$ cat src/rtl/serial_to_parallel_rx_if.sv
// Lane receive bus: serial bit in, rebuilt symbol / valid / lane-active out.
interface serial_to_parallel_rx_if #(
  parameter int WIDTH = 8
);
  logic             data_in;
  logic [WIDTH-1:0] data_out;
  logic             valid_out;
  logic             active;

  // Serializer / consumer side: drives bits, observes rebuilt symbols
  modport master (output data_in, input data_out, valid_out, active);
  // Receiver side
  modport slave  (input data_in, output data_out, valid_out, active);
endinterface

$ cat src/rtl/serial_to_parallel_rx.sv
// Per-lane serial-to-parallel receiver. Bit-slides to find COM, needs
// COM_COUNT consecutive aligned COMs to go ACTIVE, then delivers every
// non-COM/non-IDL symbol on data_out with valid_out for one symbol period.
module serial_to_parallel_rx #(
  parameter int             WIDTH     = 8,
  parameter logic [WIDTH-1:0] COM     = 8'hBC,
  parameter logic [WIDTH-1:0] IDL     = 8'h7C,
  parameter int             COM_COUNT = 4
) (
  input  logic                 clk_32f,
  input  logic                 reset,
  serial_to_parallel_rx_if.slave bus
);
  localparam int BW = (WIDTH > 1) ? $clog2(WIDTH) : 1;
  localparam int CW = $clog2(COM_COUNT + 1);
  localparam logic [BW-1:0] LAST    = BW'(WIDTH - 1);
  localparam logic [CW-1:0] COM_MAX = CW'(COM_COUNT);

  typedef enum logic [1:0] {HUNT, SYNC, ACTIVE} state_t;

  state_t           state;
  logic [WIDTH-1:0] shift;
  logic [BW-1:0]    bit_cnt;
  logic [CW-1:0]    com_cnt;
  logic [WIDTH-1:0] data_q;
  logic             valid_q;
  logic             active_q;

  // Word ending with the bit sampled on this edge
  logic [WIDTH-1:0] cand;
  logic             boundary;
  assign cand     = {shift[WIDTH-2:0], bus.data_in};
  assign boundary = (bit_cnt == LAST);

  assign bus.data_out  = data_q;
  assign bus.valid_out = valid_q;
  assign bus.active    = active_q;

  // Alignment FSM plus registered symbol outputs; outputs move only at boundaries
  always_ff @(posedge clk_32f or negedge reset) begin
    if (!reset) begin
      state    <= HUNT;
      shift    <= '0;
      bit_cnt  <= '0;
      com_cnt  <= '0;
      data_q   <= '0;
      valid_q  <= 1'b0;
      active_q <= 1'b0;
    end else begin
      shift <= cand;
      case (state)
        HUNT: begin
          // Sliding search: any bit position may start a symbol
          bit_cnt <= '0;
          if (cand == COM) begin
            com_cnt <= CW'(1);
            if (COM_MAX <= CW'(1)) begin
              state    <= ACTIVE;
              active_q <= 1'b1;
            end else begin
              state <= SYNC;
            end
          end
        end
        SYNC: begin
          bit_cnt <= boundary ? '0 : bit_cnt + BW'(1);
          if (boundary) begin
            if (cand == COM) begin
              if (com_cnt + CW'(1) >= COM_MAX) begin
                com_cnt  <= COM_MAX;
                state    <= ACTIVE;
                active_q <= 1'b1;
              end else begin
                com_cnt <= com_cnt + CW'(1);
              end
            end else begin
              // Any non-COM symbol (IDL included) breaks alignment
              state   <= HUNT;
              com_cnt <= '0;
              bit_cnt <= '0;
            end
          end
        end
        ACTIVE: begin
          bit_cnt <= boundary ? '0 : bit_cnt + BW'(1);
          if (boundary) begin
            if (cand == COM || cand == IDL) begin
              valid_q <= 1'b0;
            end else begin
              data_q  <= cand;
              valid_q <= 1'b1;
            end
          end
        end
        default: begin
          state   <= HUNT;
          bit_cnt <= '0;
          com_cnt <= '0;
        end
      endcase
    end
  end
endmodule

$ cat src/flat_wrapper.sv
// flat-port wrapper written by rule: the top's interface ports become plain ports
module serial_to_parallel_rx_flat 
#(
  parameter int             WIDTH     = 8,
  parameter logic [WIDTH-1:0] COM     = 8'hBC,
  parameter logic [WIDTH-1:0] IDL     = 8'h7C,
  parameter int             COM_COUNT = 4
)
  (clk_32f, reset, bus_data_in, bus_data_out, bus_valid_out, bus_active);
  serial_to_parallel_rx_if #(.WIDTH(WIDTH)) bus_i ();
  input  logic clk_32f;
  input  logic reset;
  input wire logic [$bits(bus_i.data_in)-1:0] bus_data_in;
  output wire logic [$bits(bus_i.data_out)-1:0] bus_data_out;
  output wire logic [$bits(bus_i.valid_out)-1:0] bus_valid_out;
  output wire logic [$bits(bus_i.active)-1:0] bus_active;
  assign bus_i.data_in = bus_data_in;
  assign bus_data_out = bus_i.data_out;
  assign bus_valid_out = bus_i.valid_out;
  assign bus_active = bus_i.active;
  serial_to_parallel_rx #(.WIDTH(WIDTH), .COM(COM), .IDL(IDL), .COM_COUNT(COM_COUNT)) u_core (.clk_32f(clk_32f), .reset(reset), .bus(bus_i));
endmodule
$ cat config.mk
export PLATFORM = sky130hd
export DESIGN_NAME = serial_to_parallel_rx_flat
export DESIGN_NICKNAME = d
export VERILOG_FILES = /design/src/rtl/serial_to_parallel_rx_if.sv /design/src/rtl/serial_to_parallel_rx.sv /design/src/flat_wrapper.sv
export SDC_FILE = /design/constraint.sdc
export NUM_CORES = 1
export LEC_CHECK = 0
export BUFFER_PORTS_ARGS = -buffer_cell sky130_fd_sc_hd__buf_4
export CAP_MARGIN = 20
export CORE_MARGIN = 2
export CORE_UTILIZATION = 25
export DETAILED_ROUTE_END_ITERATION = 8
export GPL_TIMING_DRIVEN = 1
export SYNTH_ARGS = -nofsm -noshare
export SYNTH_HDL_FRONTEND = slang
export SYNTH_SLANG_ARGS = --single-unit
$ cat constraint.sdc
create_clock -name clk_32f -period 5.35 [get_ports clk_32f]
set_clock_uncertainty 0.1 [all_clocks]
set_input_delay 1.07 -clock clk_32f [delete_from_list [all_inputs] [get_ports clk_32f]]
set_output_delay 1.07 -clock clk_32f [all_outputs]
set_load 0.05 [all_outputs]
# == Yosys cells after proc, flatten, opt, wreduce, memory -nomap -nowiden ==
# Cells that the tools add are included.
# totals
output_inout_bits,10
register_bits,25
# op_classes
n_addsub,2
n_eq_ne,8
mux,15
n_lt_le_gt_ge,1
bitwise,2
reduce_logical,7
# ops
cell,count
3-bit two-way mux,7
3-bit case mux with 3 select lines,1
"8-bit by 7-bit == test with 1-bit output, second input constant",1
"8-bit == test, second input constant",1
2-bit two-way mux,4
4-bit AND reduction,2
"3-bit by 1-bit adder with 3-bit output, second input constant",2
2-bit case mux with 3 select lines,1
3-bit case mux with 2 select lines,1
3-bit AND reduction,2
"2-bit by 1-bit != test with 1-bit output, second input constant",2
"3-bit == test, second input constant",1
"3-bit greater-or-equal comparator, second input constant",1
"3-bit != test, second input constant",1
"2-bit by 1-bit == test with 1-bit output, second input constant",1
"2-bit == test, second input constant",1
2-bit logical NOT,1
1-bit NOT,2
2-bit AND reduction,1
1-bit logical OR,1
1-bit two-way mux,1

# == Depth between registers and ports, before layout ==
# Gate-level depths: netlist of run 1.
# logic_depth
depth_word,6
ltp_mapped,6
ltp_nobuf,6

# == Worst setup path before layout of run 1 ==
# No wires, ideal clock.
# synth_timing
path_type,input to register
startpoint,in bus_data_in
endpoint,reg u_core.state[0]
slack_ns,3.112
t_arrival_ns,2.013
setup_ns,0.125
n_path_buf,0
path_stages,4
cell_sequence,and4bb_4 -> nand4_1 -> nand3b_4 -> mux2_4
# synth_via
elab_chain_len,4
# synth_rtl
element,line,text
from (decl),flat_wrapper.sv:13,input wire logic [$bits(bus_i.data_in)-1:0] bus_data_in;
8-bit == test (*),"serial_to_parallel_rx.sv:55, serial_to_parallel_rx.sv:68",
2-bit two-way mux,serial_to_parallel_rx.sv:68,if (cand == COM) begin
2-bit two-way mux,serial_to_parallel_rx.sv:67,if (boundary) begin
2-bit case mux with 3 select lines,serial_to_parallel_rx.sv:51,case (state)
to (signal assigned),serial_to_parallel_rx.sv:58,state <= ACTIVE;
to (signal assigned),serial_to_parallel_rx.sv:61,state <= SYNC;
to (signal assigned),serial_to_parallel_rx.sv:71,state <= ACTIVE;
to (decl),serial_to_parallel_rx.sv:21,state_t state;
# Every way passes the cells marked *; elsewhere a longest branch is shown, timed or not. The select of a mux whose other input is x is not followed.
# A chain may end at the register's enable or synchronous reset.

# == Final worst setup path of run 1 ==
# Same ends and word-level chain as after synthesis.

==> results of run 1 <==
-- per-layer routing --
metal	vias up	wire (microns)	GRT usage, %
met4	0	0	1.31
met3	0	78	2.76
met5	-	0	0
met1	325	794	10.6
met2	11	852	12.7
li1	297	-	-
-- sequential cells by signal, summed over array words and instances (netlist names) --
name	count
u_core.bit_cnt	3
u_core.bus.active	1
u_core.bus.data_out	8
u_core.bus.valid_out	1
u_core.com_cnt	3
u_core.shift	7
u_core.state	2
-- cells in the final DEF (no fill, tap or decap) --
cell type	Yosys	routed
inv_1	6	6
ha_1	7	7
a41oi_4	1	1
a21o_2	1	1
nand2b_1	1	1
nor3b_1	1	1
mux2_2	7	7
nand3b_4	1	1
clkinvlp_4	0	1
nand4_1	1	1
nor4_1	1	1
nor3_1	1	1
o22a_1	1	1
mux2_4	1	1
buf_4	0	12
xnor2_1	1	1
o21ai_0	2	2
clkbuf_8	0	3
nor2_1	3	3
a21o_1	2	2
nand3_1	1	1
xor2_1	1	1
mux2i_1	1	1
and4bb_4	1	1
a21oi_1	1	1
o31ai_1	1	1
and4b_1	1	1
o22a_2	2	2
dfrtp_1	25	25
nand2_1	1	1
a21boi_2	1	1
-- layout make-up --
cell class                 count  area [sq um]
multi-input combinational     43           420
tap                           50          62.6
clock buffer                   3          41.3
inverter                       6          22.5
timing repair buffer          12          90.1
fill                         404          2790
clock inverter                 1          7.51
sequential                    25           626
-- power groups by stage --
stage / clock, uW / sequential [uW] / combinational (uW)
finish: 112 / 218 / 91.8
global route: 128 / 221 / 104
CTS: 117 / 218 / 93.2
detailed placement: 0 / 222 / 92.7
global placement: 0 / 220 / 89.3
floorplan: 0 / 219 / 71.9
-- worst max path at each step --
stage                                        to  slack (ns)   startpoint  cells past startpoint
floorplan           u_core.state[0]$_DFFE_PN0P_        3.11  bus_data_in                      4
global placement    u_core.state[0]$_DFFE_PN0P_        2.95  bus_data_in                      5
detailed placement  u_core.state[0]$_DFFE_PN0P_        2.90  bus_data_in                      5
CTS                 u_core.state[0]$_DFFE_PN0P_        3.18  bus_data_in                      5
global route        u_core.state[0]$_DFFE_PN0P_        3.18  bus_data_in                      5
finish              u_core.state[0]$_DFFE_PN0P_        3.19  bus_data_in                      5
-- kinds of logic (layout without fill, tap and decap cells) --
group / Yosys count / count (layout)
DFF: 25 / 25
AOI/OAI and AO/OA: 12 / 12
xor gates and xnor gates: 2 / 2
muxes: 9 / 9
buffers and inverters: 6 / 22
adders and majority gates: 7 / 7
and+or+nand+nor: 13 / 13
-- per-stage QoR --
| step | util, % | std cells |
|---|---|---|
| 2_1_floorplan | - | 74 |
| 3_3_place_gp | 30.1 | 136 |
| 3_5_place_dp | 30.1 | 136 |
| 4_1_cts | 31.3 | 140 |
| 5_1_grt | 31.3 | 140 |
| 6_report | 31.3 | 140 |
-- worst max-delay path, cell delays in order --
cell and delay, ns:
buf_4 0.12, and4bb_4 0.37, nand4_1 0.20, nand3b_4 0.15, mux2_4 0.30
-- synthesized netlist by cell type, drive strengths merged --
library cell / count / area, sq um
a21boi: 1 / 11.3
a21o: 3 / 23.8
a21oi: 1 / 5.00
a41oi: 1 / 27.5
and4b: 1 / 10.0
and4bb: 1 / 16.3
dfrtp: 25 / 626
ha: 7 / 87.6
inv: 6 / 22.5
mux2: 8 / 93.8
mux2i: 1 / 10.0
nand2: 1 / 3.75
nand2b: 1 / 6.26
nand3: 1 / 5.00
nand3b: 1 / 20.0
nand4: 1 / 6.26
nor2: 3 / 11.3
nor3: 1 / 5.00
nor3b: 1 / 7.51
nor4: 1 / 6.26
o21ai: 2 / 10.0
o22a: 3 / 28.8
o31ai: 1 / 7.51
xnor2: 1 / 8.76
xor2: 1 / 8.76
==> summary.md, run 1 <==
| Metric | Value |
|---|---|
| Reg-to-Reg Start | u_core.state[0]$_DFFE_PN0P_ |
| TNS Setup | 0 ns |
| Critical path capture point type | flip-flop |
| Yosys reg bits | 25 |
| Nets | ~100 |
| CTS Buffer Depth | 2 |
| Number of global-route vias before repair | 678 |
| Total number of vias | 633 |
| DP Area | ~1200 sq um |
| Clock transition at path regs | around 0.09 ns |
| Fraction of synthesized cell area in xor and xnor cells | approximately 1.6% |
| Post-Synth Simple-Gate Area | a little under a tenth |
| CP arrival | around 2.2 ns |
| Sw frac | 27.8% |
| Rel. slew slack | 74.8% |
| GRT Total Usage | under 10% |
| Post-Synthesis Cells | 74 |
| Adder-cell share of the synthesized area | 8.20% |
| Max_cap viols | 0 |
| Crit path required time | ~5.4 ns |
| Sequential fraction of design power | 51.6% |
| Hold path startpoint | u_core.shift[1]$_DFF_PN0_ |
| Sequential fraction of the synthesis area | about three fifths |
| Post-CTS Resized | 0 |
| Max Slew Vio Count | 0 |
| Proportion of layout cells with a drive suffix above 1 | ~34% |
| Drt pass-1 iters | 2 |
| Pre-CTS setup slack | 2.90 ns |
| Hold WC Path Type | reg2reg |
| Lkg Pwr | a little over 0.0006 uW |
| Crit path launch type | input pin |
| Clock network power share | 26.6% |
| Die Height | around 69 microns |
| Min Hold Slack | around 0.31 ns |
| PwrDens | 332 nW/um^2 |
| IO Pins | 13 |
| Reg-to-Reg End | u_core.bus.data_out[2]$_DFFE_PN0P_ |
| Detailed Route Iter0 Violations | 1 |
| Final Instance Area | between 1000 and 1500 sq um |
| Layout area overhead | 18.9% |
| Die Wd | 69.4 microns |
| Final setup vio count | 0 |
| Psw | approximately 120 uW |
| Synthesized area per cell | 14.4 sq um |
| Logic pwr share | between 20% and 30% |
| Postcts setup bufs | 0 |
| Reg2reg path depth | 5 |
| Hold Crit Endpoint | u_core.shift[2]$_DFF_PN0_ |
| # diodes | 0 |
| Reg2reg setup slack | about 3.4 ns |
| # clock sinks | 25 |
| Synth Net Count | between 80 and 90 |
| Maximum clock frequency | roughly 0.46 GHz |
| Worst Tran Pin Value | around 0.38 ns |
| Residual DRC | 0 |
| IO Port Bufs | 12 |
| Crit Path Class | in2reg |
| Core area | 4060 sq um |
| Vias per inst | 4.52 |
| P_int | 305 uW |
| Min cycle time layout | between 2 and 2.5 ns |
| H-tree levels | 1 |
| Final ANT Viol Nets | 0 |
| First-pass GRT wire length | between 3 and 4 mm |
| Latest clock arrival within the worst-skew pair | about 0.26 ns |
| Synth Area in Compound Gates | 10.7% |
| Total Power | 422 uW |
| RSZ-0062 raised after global routing | false |
| CP max FO | 4 |
| Hold buffers post-CTS | 0 |
| Clock Tree Root | clkbuf_8 |
| Status | complete, no violations |
| Starting Density | roughly a quarter |
| Grt ovf | 0 |
| Die ar. | ~4800 sq um |
| Mux share of post-synthesis cell area | about a tenth |
| Final wirelength | 1.73 mm |
| CTS tree | done |
| Cell variety after synth | 28 |
| Post-Syn Area | about 1100 sq um |
| Dpl hpwl | about 1.3 mm |
| Final worst slack | approximately 3.2 ns |
| WHS Path Cells | 0 |
| Fin crit share | between 40% and 50% |
| Wire length per cell | 12.3 microns |
| Routability cong. | a little under 0.8 |
| Row cnt | 23 |
| Initial antenna violation count | 0 |
| Max VDD drop | 0.143 mV |
| Final Hold Fails | 0 |
| Largest family of logic cells by synthesized area | compound AO/OA/AOI/OAI gates |
| Synth warnings | 0 |
| Largest net degree at the start of global routing | 26 |
| Num CTS Buffers | 3 |
Note: power is estimated with default switching activity, not from simulation.
==> run 2: changes to the inputs <==
- clock period: 5.35 -> 2 ns (I/O delays scaled with it)
==> summary.md, run 2 (synthesized netlist as in run 1, its figures left out) <==
| Metric | Value |
|---|---|
| Residual DRC | 0 (unchanged) |
| Min cycle time layout | 1.84 ns |
| Clock Tree Root | clkbuf_8 (unchanged) |
| WHS Path Cells | 1 (was 0) |
| Latest clock arrival within the worst-skew pair | 0.27 ns (was 0.26 ns) |
| Wire length per cell | 11.8 microns (was 12.3 microns) |
| Final Hold Fails | 0 (unchanged) |
| First-pass GRT wire length | 3.11 mm (was 3.17 mm) |
| Critical path capture point type | flip-flop (unchanged) |
| Most frequent cells in the layout | dfrtp_1 (25), buf_4 (15), mux2_2 (7) (was dfrtp_1 (25), buf_4 (12), mux2_2 (7), ha_1 (7), inv_1 (6)) |
| Final ANT Viol Nets | 0 (unchanged) |
| Core area | 4060 sq um (unchanged) |
| Die Height | 69.4 microns (unchanged) |
| Status | complete, no violations (unchanged) |
| Vias per inst | 4.52 (about the same) |
| # clock sinks | 25 (unchanged) |
| Starting Density | 26.3% (unchanged) |
| Num CTS Buffers | 3 (unchanged) |
| Total number of vias | 651 (was 633) |
| IO Port Bufs | 12 (unchanged) |
| CP arrival | 1.90 ns (was 2.21 ns) |
| Sequential cell area | 626 sq um (unchanged) |
| Die Wd | 69.4 microns (unchanged) |
| CP max FO | 7 (was 4) |
| IO Pins | 13 (unchanged) |
| Largest net degree at the start of global routing | 26 (unchanged) |
| # diodes | 0 (unchanged) |
| Reg2reg path depth | 5 (unchanged) |
| Fin crit share | 92.2% |
| Max_cap viols | 0 (unchanged) |
| Crit path required time | 2.05 ns (was 5.40 ns) |
| Row cnt | 23 (unchanged) |
| TNS Setup | 0 ns (unchanged) |
| Crit Path Class | reg2reg (was in2reg) |
| Nets | 105 (was 101) |
| Maximum clock frequency | 0.542 GHz |
| Rel. slew slack | 76.7% (was 74.8%) |
| Proportion of layout cells with a drive suffix above 1 | 37.2% (was 34.4%) |
| GRT Total Usage | 7.85% (was 7.94%) |
| Layout area overhead | 21.9% (was 18.9%) |
| CTS Buffer Depth | 2 (unchanged) |
| Drt pass-1 iters | 4 (was 2) |
| Fillers | 399 (was 404) |
| PwrDens | 862 nW/um^2 (was 332 nW/um^2) |
| Max Slew Vio Count | 0 (unchanged) |
| H-tree levels | 1 (unchanged) |
| Grt ovf | 0 (unchanged) |
| Routability cong. | 0.677 (was 0.781) |
| Clock transition at path regs | 0.09 ns (about the same) |
| Max FFs per register | 8 (unchanged) |
| Final setup vio count | 0 (unchanged) |
| RSZ-0062 raised after global routing | false (unchanged) |
| Crit path launch type | flip-flop (was input pin) |
| Lkg Pwr | 0.000633 uW (was 0.000612 uW) |
| CTS tree | done (unchanged) |
| Final wirelength | 1.70 mm (was 1.73 mm) |
| Worst Tran Pin Value | 0.347 ns (was 0.377 ns) |
| Detailed Route Iter0 Violations | 10 (was 1) |
| Max VDD drop | 0.621 mV (was 0.143 mV) |
| Most common cell after layout, fill and taps aside | dfrtp_1 (unchanged) |
| Die ar. | 4810 sq um (unchanged) |
| Initial antenna violation count | 0 (unchanged) |
| Dpl hpwl | 1.27 mm (was 1.33 mm) |
| Multi-input gate area | 423 sq um (was 420 sq um) |
| Final core occ | 32.1% (was 31.3%) |
| Number of global-route vias before repair | 684 (was 678) |
| Hold WC Path Type | in2reg (was reg2reg) |
run 2: layer usage:
layer	global-route usage (%)	share of wire [%]	wire length (microns)	vias to the layer above
li1	-	-	-	307
met1	9.37	44	753	327
met2	12.8	50	846	15
met3	2.76	5.4	91	2
met4	3.27	0.53	9	0
met5	0	0	0	-
run 2: power breakdown:
group	total, uW	leakage (uW)	internal, uW	switching, uW
clock	294	0.0000255	139	155
sequential	581	0.000316	549	32.4
combinational	248	0.000291	127	121
run 2: what timing repair did:
| item | CTS | global route |
|---|---|---|
| setup endpoints to repair | 0 | 6 |
| setup buffers | 0 | 2 |
| hold buffers | 1 | 0 |
| resized for setup | 0 | 1 |
| endpoints found under the hold margin | 25 | 0 |
run 2: layout make-up:
| cell class | count | area share [%] |
|---|---|---|
| tap | 50 | 4.80 |
| timing repair buffer | 16 | 9.41 |
| sequential | 25 | 48.0 |
| inverter | 6 | 1.73 |
| multi-input combinational | 43 | 32.5 |
| clock buffer | 3 | 3.17 |
| clock inverter | 1 | 0.384 |
run 2: path summary, 6_finish.rpt:
| kind | from | end | slack, ns |
|---|---|---|---|
| min | bus_data_in | u_core.shift[0]$_DFF_PN0_ | 0.16 |
| min reg2reg | u_core.shift[0]$_DFF_PN0_ | u_core.shift[1]$_DFF_PN0_ | 0.30 |
| max | u_core.state[0]$_DFFE_PN0P_ | u_core.bus.data_out[2]$_DFFE_PN0P_ | 0.16 |
| max reg2reg | u_core.state[0]$_DFFE_PN0P_ | u_core.bus.data_out[2]$_DFFE_PN0P_ | 0.16 |
| min in group asynchronous | reset | u_core.shift[1]$_DFF_PN0_ | 0.45 |
| max in group asynchronous | reset | u_core.shift[5]$_DFF_PN0_ | 1.11 |
run 2: through the flow:
step           std cells  setup slack (ns)  hold slack (ns)  cell area, sq um  power, uW
6_report             144             0.157            0.158              1300       1120
5_1_grt              144            0.0293            0.140              1300       1200
4_1_cts              142            0.0823            0.146              1280       1140
3_5_place_dp         137             0.105            0.220              1230        836
3_3_place_gp         137             0.166            0.211              1230        827
2_1_floorplan         74             0.301          0.00441              1070        779
run 2: worst max-delay path: stages, from the launching register on:
cell and delay (ns):
dfrtp_1 0.41, inv_1 0.11, ha_2 0.23, nand2_1 0.15, a41oi_4 0.34, mux2_2 0.38
